## src/rtl/reaction_timer.sv

```systemverilog
// Reaction timer: random 1-4.5 s wait, then measures milliseconds until the react button.
// Asynchronous divider clocks and buttons are synchronized and debounced in clk_12MHz.
module reaction_timer #(
  parameter int unsigned DEBOUNCE_MS = 10,
  parameter int unsigned MAX_MS      = 9999
) (
  input  logic        clk_12MHz,
  input  logic        rstn,
  input  logic        clk_1KHz,
  input  logic        clk_2Hz,
  input  logic        btn_start,
  input  logic        btn_react,
  output logic        led_go,
  output logic [13:0] result_ms,
  output logic        result_valid,
  output logic        foul,
  output logic        busy
);

  localparam int unsigned       DBW     = (DEBOUNCE_MS > 1) ? $clog2(DEBOUNCE_MS) : 1;
  localparam logic [DBW-1:0]    DB_LAST = DBW'(DEBOUNCE_MS - 1);
  localparam logic [13:0]       MAX_CNT = 14'(MAX_MS);

  typedef enum logic [2:0] {S_IDLE, S_WAIT, S_GO, S_DONE, S_FOUL} state_t;

  // bit 0: clk_1KHz, 1: clk_2Hz, 2: btn_start, 3: btn_react
  logic [3:0]     r_meta;
  logic [3:0]     r_sync;
  logic [1:0]     r_clk_d;
  logic           r_tick_ms;
  logic           r_tick_2hz;
  logic [1:0]     r_db;
  logic [DBW-1:0] r_db_cnt [2];
  logic [1:0]     w_press;
  logic [7:0]     r_lfsr;
  state_t         r_state;
  logic [3:0]     r_delay;
  logic [13:0]    r_ms;

  always_ff @(posedge clk_12MHz or negedge rstn) begin
    if (!rstn) begin
      r_meta     <= '0;
      r_sync     <= '0;
      r_clk_d    <= '0;
      r_tick_ms  <= 1'b0;
      r_tick_2hz <= 1'b0;
    end else begin
      r_meta     <= {btn_react, btn_start, clk_2Hz, clk_1KHz};
      r_sync     <= r_meta;
      r_clk_d    <= r_sync[1:0];
      r_tick_ms  <= r_sync[0] & ~r_clk_d[0];
      r_tick_2hz <= r_sync[1] & ~r_clk_d[1];
    end
  end

  // Press fires on the same tick that completes the debounce, so it can coincide with tick_ms.
  always_comb begin
    w_press = '0;
    for (int unsigned i = 0; i < 2; i++) begin
      w_press[i] = r_tick_ms & r_sync[2+i] & ~r_db[i] & (r_db_cnt[i] == DB_LAST);
    end
  end

  always_ff @(posedge clk_12MHz or negedge rstn) begin
    if (!rstn) begin
      r_db <= '0;
      for (int unsigned i = 0; i < 2; i++) begin
        r_db_cnt[i] <= '0;
      end
    end else if (r_tick_ms) begin
      for (int unsigned i = 0; i < 2; i++) begin
        if (r_sync[2+i] == r_db[i]) begin
          r_db_cnt[i] <= '0;
        end else if (r_db_cnt[i] == DB_LAST) begin
          r_db[i]     <= r_sync[2+i];
          r_db_cnt[i] <= '0;
        end else begin
          r_db_cnt[i] <= r_db_cnt[i] + 1'b1;
        end
      end
    end
  end

  always_ff @(posedge clk_12MHz or negedge rstn) begin
    if (!rstn) begin
      r_lfsr <= 8'h01;
    end else begin
      r_lfsr <= {r_lfsr[6:0], r_lfsr[7] ^ r_lfsr[5] ^ r_lfsr[4] ^ r_lfsr[3]};
    end
  end

  always_ff @(posedge clk_12MHz or negedge rstn) begin
    if (!rstn) begin
      r_state      <= S_IDLE;
      r_delay      <= '0;
      r_ms         <= '0;
      led_go       <= 1'b0;
      result_ms    <= '0;
      result_valid <= 1'b0;
      foul         <= 1'b0;
      busy         <= 1'b0;
    end else begin
      case (r_state)
        S_IDLE, S_DONE, S_FOUL: begin
          if (w_press[0]) begin
            r_state      <= S_WAIT;
            r_delay      <= 4'd2 + {1'b0, r_lfsr[2:0]};
            result_valid <= 1'b0;
            foul         <= 1'b0;
            busy         <= 1'b1;
          end
        end
        S_WAIT: begin
          if (w_press[1]) begin
            r_state <= S_FOUL;
            foul    <= 1'b1;
            busy    <= 1'b0;
          end else if (r_tick_2hz) begin
            if (r_delay <= 4'd1) begin
              r_state <= S_GO;
              r_delay <= '0;
              r_ms    <= '0;
              led_go  <= 1'b1;
            end else begin
              r_delay <= r_delay - 4'd1;
            end
          end
        end
        S_GO: begin
          if (w_press[1]) begin
            r_state      <= S_DONE;
            result_ms    <= r_ms;
            result_valid <= 1'b1;
            led_go       <= 1'b0;
            busy         <= 1'b0;
          end else if (r_tick_ms) begin
            if (r_ms == MAX_CNT) begin
              r_state      <= S_DONE;
              result_ms    <= MAX_CNT;
              result_valid <= 1'b1;
              led_go       <= 1'b0;
              busy         <= 1'b0;
            end else begin
              r_ms <= r_ms + 14'd1;
            end
          end
        end
        default: begin
          r_state <= S_IDLE;
          led_go  <= 1'b0;
          busy    <= 1'b0;
        end
      endcase
    end
  end

endmodule

```

## config.mk

```make
export PLATFORM = sky130hd
export DESIGN_NAME = reaction_timer
export DESIGN_NICKNAME = d
export VERILOG_FILES = /design/src/rtl/reaction_timer.sv
export SDC_FILE = /design/constraint.sdc
export NUM_CORES = 1
export LEC_CHECK = 0
export CAP_MARGIN = 40
export CORE_UTILIZATION = 60
export CTS_BUF_LIST = sky130_fd_sc_hd__clkbuf_4 sky130_fd_sc_hd__clkbuf_8
export DETAILED_ROUTE_END_ITERATION = 6
export PLACE_DENSITY = 0.82
export SKIP_LAST_GASP = 1
export SLEW_MARGIN = 15
export SYNTH_ARGS = -nofsm -noshare
export SYNTH_HDL_FRONTEND = slang
export SYNTH_SLANG_ARGS = --single-unit
```

## constraint.sdc

```tcl
create_clock -name clk_12MHz -period 2.3 [get_ports clk_12MHz]
set_clock_uncertainty 0.15 [all_clocks]
set_input_delay 0.575 -clock clk_12MHz [delete_from_list [all_inputs] [get_ports clk_12MHz]]
set_output_delay 0.575 -clock clk_12MHz [all_outputs]
set_load 0.05 [all_outputs]
```

-- Word-level counts from Yosys, hierarchy flattened
Cells that the tools add are included.
- $add $sub $neg: 5
- mux-type cells: 44
- bitwise operators: 18
- order comparisons: 1
- reductions and logical operators: 17
- div/mod/pow operators: 0
- shifts and indexed selects: 0
- eq/ne operators: 21
- multiply operators: 0
- operators with widths (operator ; count):
    $mux W14 ; 9
    $mux W4 ; 8
    $pmux W14 S2 ; 1
    $mux W3 ; 7
    $ne A2 B2 Y1 const B ; 8
    $add A14 B1 Y14 const B ; 1
    $eq A14 B14 Y1 const B ; 1
    $mux W1 ; 13
    $ne A3 B3 Y1 const B ; 4
    $reduce_and A3 Y1 ; 4
    $reduce_and A4 Y1 ; 3
    $reduce_bool A2 Y1 ; 5
    $pmux W3 S3 ; 1
    $add A4 B1 Y4 const B ; 2
    $and A1 B1 Y1 ; 8
    $eq A4 B4 Y1 const B ; 2
    $pmux W4 S2 ; 1
    $not A1 Y1 ; 7
    $reduce_and A7 Y1 ; 1
    $eq A3 B2 Y1 const B ; 2
    $pmux W1 S3 ; 2
    $reduce_and A6 Y1 ; 1
    $reduce_and A5 Y1 ; 1
    $add A2 B3 Y4 const A ; 1
    other kinds (9) ; 13
- memory bits (writable): 0
- bits of input ports: 6
- output and inout bits: 18
- bits in read-only memories: 0
- latch bits: 0
- register bits after elaboration: 69
- memories kept: 0
- word-level logic and storage cells: 124

-- Longest topological paths before layout
- depth in word-level cells: 5
- mapped depth: 8
- depth with buffers taken out: 7

-- Least setup slack after synthesis
Ideal clock, no wire load.
- kind: flip-flop to flip-flop
- from: register r_delay[0]
- to: register r_ms[3]
- arrival: 1.728 ns
- path slack: 0.298 ns
- clock period less this slack: 2.002 ns
- path buffers: 0
- required time: 2.026 ns
- stages on the path, launching flop included: 8
- setup time: 0.124 ns
- path through: dfrtp_1 inv_1 ha_1 nor2_1 or4b_1 nor2_1 a21oi_1 a211o_1
- longest elaborated chain between the ends: 3
- RTL lines (element ; RTL line ; text):
    start: declaration ; 37 ; logic [3:0] r_delay;
    start signal: assignment ; 107 ; r_delay <= 4'd2 + {1'b0, r_lfsr[2:0]};
    start signal: assignment ; 125 ; r_delay <= r_delay - 4'd1;
    $le A4 B1 Y1 ; 119 ; if (r_delay <= 4'd1) begin
    $ne A2 B2 Y1 (no line) ; n/a ;
    $reduce_and A7 Y1 (no line) ; n/a ;
    end signal: assignment ; 144 ; r_ms <= r_ms + 14'd1;
    end: declaration ; 38 ; logic [13:0] r_ms;
No other way between the ends.
A chain may end at the register's enable or synchronous reset.

-- Worst setup path after layout
- from: register result_valid
- to: output result_valid
- RTL lines (element ; RTL line ; text):
    start: declaration ; 15 ; output logic result_valid,
    start signal: assignment ; 99 ; result_valid <= 1'b0;
    start signal: assignment ; 108 ; result_valid <= 1'b0;
    start signal: assignment ; 133 ; result_valid <= 1'b1;
No word-level cell between the ends.

==> metrics.md <==
| Metric | Value |
|---|---|
| RSZ-0062 raised after global routing | `no` |
| Post-DP HPWL | `around 4000 µm` |
| Worst Setup End Kind | `output port` |
| Clk_lat worst skew | `350 ps` |
| CP arrival | `approximately 1500 ps` |
| Global-route wire length before repair | `slightly below 10000 µm` |
| Drt pass-1 iters | `4` |
| Vias per cell | `between 5 and 6` |
| Total grt overflow | `0` |
| Synthesis-stage register bit count | `69` |
| Tightest Pin Transition | `517 ps` |
| Asr flop ratio synth | `1.00` |
| Die Area | `~5600 µm²` |
| Synthesized area | `3190 µm²` |
| Via count | `approximately 2300` |
| Clock-pin slew on the worst setup and hold paths | `around 70 ps` |
| Post-route ant nets | `0` |
| Hold WC Path Type | `in2async` |
| # fillers | `about 380` |
| Crit Path Category | `reg2out` |
| Leakage | `about 1.7 nW` |
| Data required time of the worst path | `between 1500 and 2000 ps` |
| Status | `finished, final reports clean` |
| NumNets Final | `between 300 and 400` |
| CTS tree | `yes` |
| Post-layout util | `0.726` |
| Sink Count | `just under 70` |
| R2r worst-path depth | `7` |
| Largest net degree at the start of global routing | `70` |
| Wire length per cell | `approximately 15 µm` |
| Deepest clock path buffer count | `2` |
| PwrDens | `680 nW/µm²` |
| Die width | `74.9 µm` |
| Drt total wl | `5920 µm` |
| Synth-to-Final Area Change | `16.4%` |
| Core Area | `about 5100 µm²` |
| # diodes | `0` |
| EDFF count, synth | `0` |
| Crit-path max FO | `2` |
| H-Tree Depth | `3` |
| Final Hold Viols | `0` |
| Vias in the first global route | `between 2000 and 2500` |
| Avg Cell Area, Syn | `about 11 µm²` |
| Post-synthesis sequential area ratio | `0.542` |
| Final Max Slew Viols | `0` |
| Netlist cell types | `63` |
| Synth Instances | `280` |
| Crit-path cells | `clkdlybuf4s50_1` |
| Main flop type after synthesis | `dfrtp_1` |
| Starting Density | `0.624` |
| Row cnt | `26` |
| # DRC | `0` |
| I/O Buffers | `23` |
| All-layer global routing usage | `0.245` |
| CP max stage cell | `clkdlybuf4s50_1` |
| CP Launch Type | `flop` |
| Relative slew margins | `0.652` |
| Max Cap Viol | `0` |
| CP bufs+invs | `1` |
| Crit path max-delay family | `buffers and inverters` |
| Final setup fails | `0` |
| Top Ports | `24` |
| RePlAce Congestion | `roughly 0.94` |
| Final period util | `0.979` |
| Chip height | `about 75 µm` |
| CTS buffer count | `9` |
| Setup TNS | `0 ps` |
| Initial DRC count | `roughly 220` |
| Root buffer cell | `clkbuf_8` |
| Worst path depth | `1` |
| Max VDD drop | `roughly 570 µV` |
| Initial antenna violation count | `0` |
| Min Clock Period, post-route | `about 2300 ps` |
| Layout cells sized above 1 | `0.144` |
| Hold_buf cts | `0` |
| Mapped Nets | `approximately 290` |
| Critical Path Max Stage Delay | `810 ps` |
| YS warnings | `0` |
| Max Clock Freq | `roughly 440 MHz` |
## layer usage
layer / GRT usage / part of all wire / vias to the layer above / wire (µm)
met5: 0 / 0 / - / 0
met4: 0.107 / 0.016 / 0 / 92
met3: 0.0857 / 0.053 / 11 / 314
met2: 0.360 / 0.46 / 59 / 2750
met1: 0.333 / 0.47 / 1096 / 2770
li1: - / - / 1098 / -
## stage by stage
stage | setup WS, ps | total power, mW | hold slack, ps | cells | area [µm²]
finish | 48.8 | 2.52 | 84.6 | 383 | 3710
global route | 2.28 | 2.62 | 117 | 383 | 3710
CTS | 25.4 | 2.55 | 93.2 | 383 | 3700
detailed placement | 128 | 1.38 | 187 | 368 | 3460
global placement | 207 | 1.38 | 183 | 368 | 3460
floorplan | 298 | 1.33 | 129 | 280 | 3190
## worst reg2reg max path, stage by stage (launching register included)
cell and delay [ps]:
dfrtp_1 420, ha_1 250, and3_2 250, nand4_1 200, nor3b_2 300, buf_4 210, a41oi_1 120, a31oi_1 180
## layout by cell type (no fill, tap or decap), types with 4 or more instances in the layout
cell type and n:
nor2_1 12, a31oi_1 9, nand2b_1 6, clkbuf_8 9, a22o_1 8, inv_1 10, dfrtp_1 68, o22ai_1 4
a21oi_1 12, nand3_1 12, nand2_1 22, ha_1 8, mux2i_1 4, nand4_1 7, o21ai_0 10, xnor2_1 4
nor3_1 4, o22a_1 6, buf_4 6, clkdlybuf4s50_1 20
## state kept, by name (all words and copies together) (netlist names)
| register | flops |
|---|---|
| r_db_cnt | 8 |
| r_ms | 14 |
| led_go | 1 |
| r_sync | 4 |
| r_state | 3 |
| r_meta | 4 |
| r_tick_ms | 1 |
| r_db | 2 |
| busy | 1 |
| r_clk_d | 2 |
| r_lfsr | 8 |
| r_delay | 4 |
| result_ms | 14 |
| r_tick_2hz | 1 |
| result_valid | 1 |
| foul | 1 |
## cell type report
type | count | area [µm²] | share of cell area
clock buffers | 9 | 124 | 0.0334
clock inverters | 6 | 113 | 0.0304
inverters | 10 | 37.5 | 0.0101
multi-input cells | 189 | 1320 | 0.357
flip-flops and latches | 69 | 1730 | 0.466
well taps | 70 | 87.6 | 0.0236
repair buffers | 30 | 295 | 0.0796
## synth_stat cells (all sizes together), types with 7 or more instances
library cell / instances / area (µm²)
a31oi: 9 / 56.3
o21ai: 10 / 50.1
nand2b: 7 / 46.3
nand4: 7 / 43.8
a22o: 8 / 70.1
a21oi: 13 / 68.8
ha: 8 / 100
nand3: 12 / 60.1
nor2: 14 / 68.8
nand2: 23 / 86.3
buf: 8 / 67.6
inv: 10 / 37.5
dfrtp: 68 / 1700
o22a: 7 / 62.6
## worst paths after layout
check / from / to / slack, ps
max: result_valid$_DFFE_PN0P_ / result_valid / 50
min reg2reg: r_meta[2]$_DFF_PN0_ / r_sync[2]$_DFF_PN0_ / 200
min in group clk_12MHz: r_meta[2]$_DFF_PN0_ / r_sync[2]$_DFF_PN0_ / 200
max reg2reg: r_ms[0]$_DFFE_PN0P_ / r_ms[11]$_DFFE_PN0P_ / 140
max in group asynchronous: rstn / r_lfsr[0]$_DFF_PN1_ / 1620
min: rstn / r_lfsr[3]$_DFF_PN0_ / 80
## cell families (layout without fill, tap and decap cells)
| group | Yosys count | in the layout | synth area share |
|---|---|---|---|
| simple gates | 94 | 94 | 0.174 |
| compound gates | 75 | 75 | 0.174 |
| flops | 69 | 69 | 0.542 |
| buf+inv | 22 | 55 | 0.0440 |
| fa+ha+maj | 8 | 8 | 0.0314 |
| xor+xnor | 7 | 7 | 0.0192 |
| mux | 5 | 5 | 0.0161 |
## report_power, final
group          leakage [nW]  switching (mW)  total, mW  internal, mW
Clock                 0.108           0.453       1.17         0.713
Combinational         0.655          0.0565     0.0945        0.0380
Sequential            0.925          0.0234       1.26          1.24
Total                  1.69           0.533       2.52          1.99
## timing repair
action                                  4_1_cts  5_1_grt
buffers inserted                              0        0
resized for setup                             0        4
endpoints found under the setup margin        0        9
Note: power is estimated with default switching activity, not from simulation.
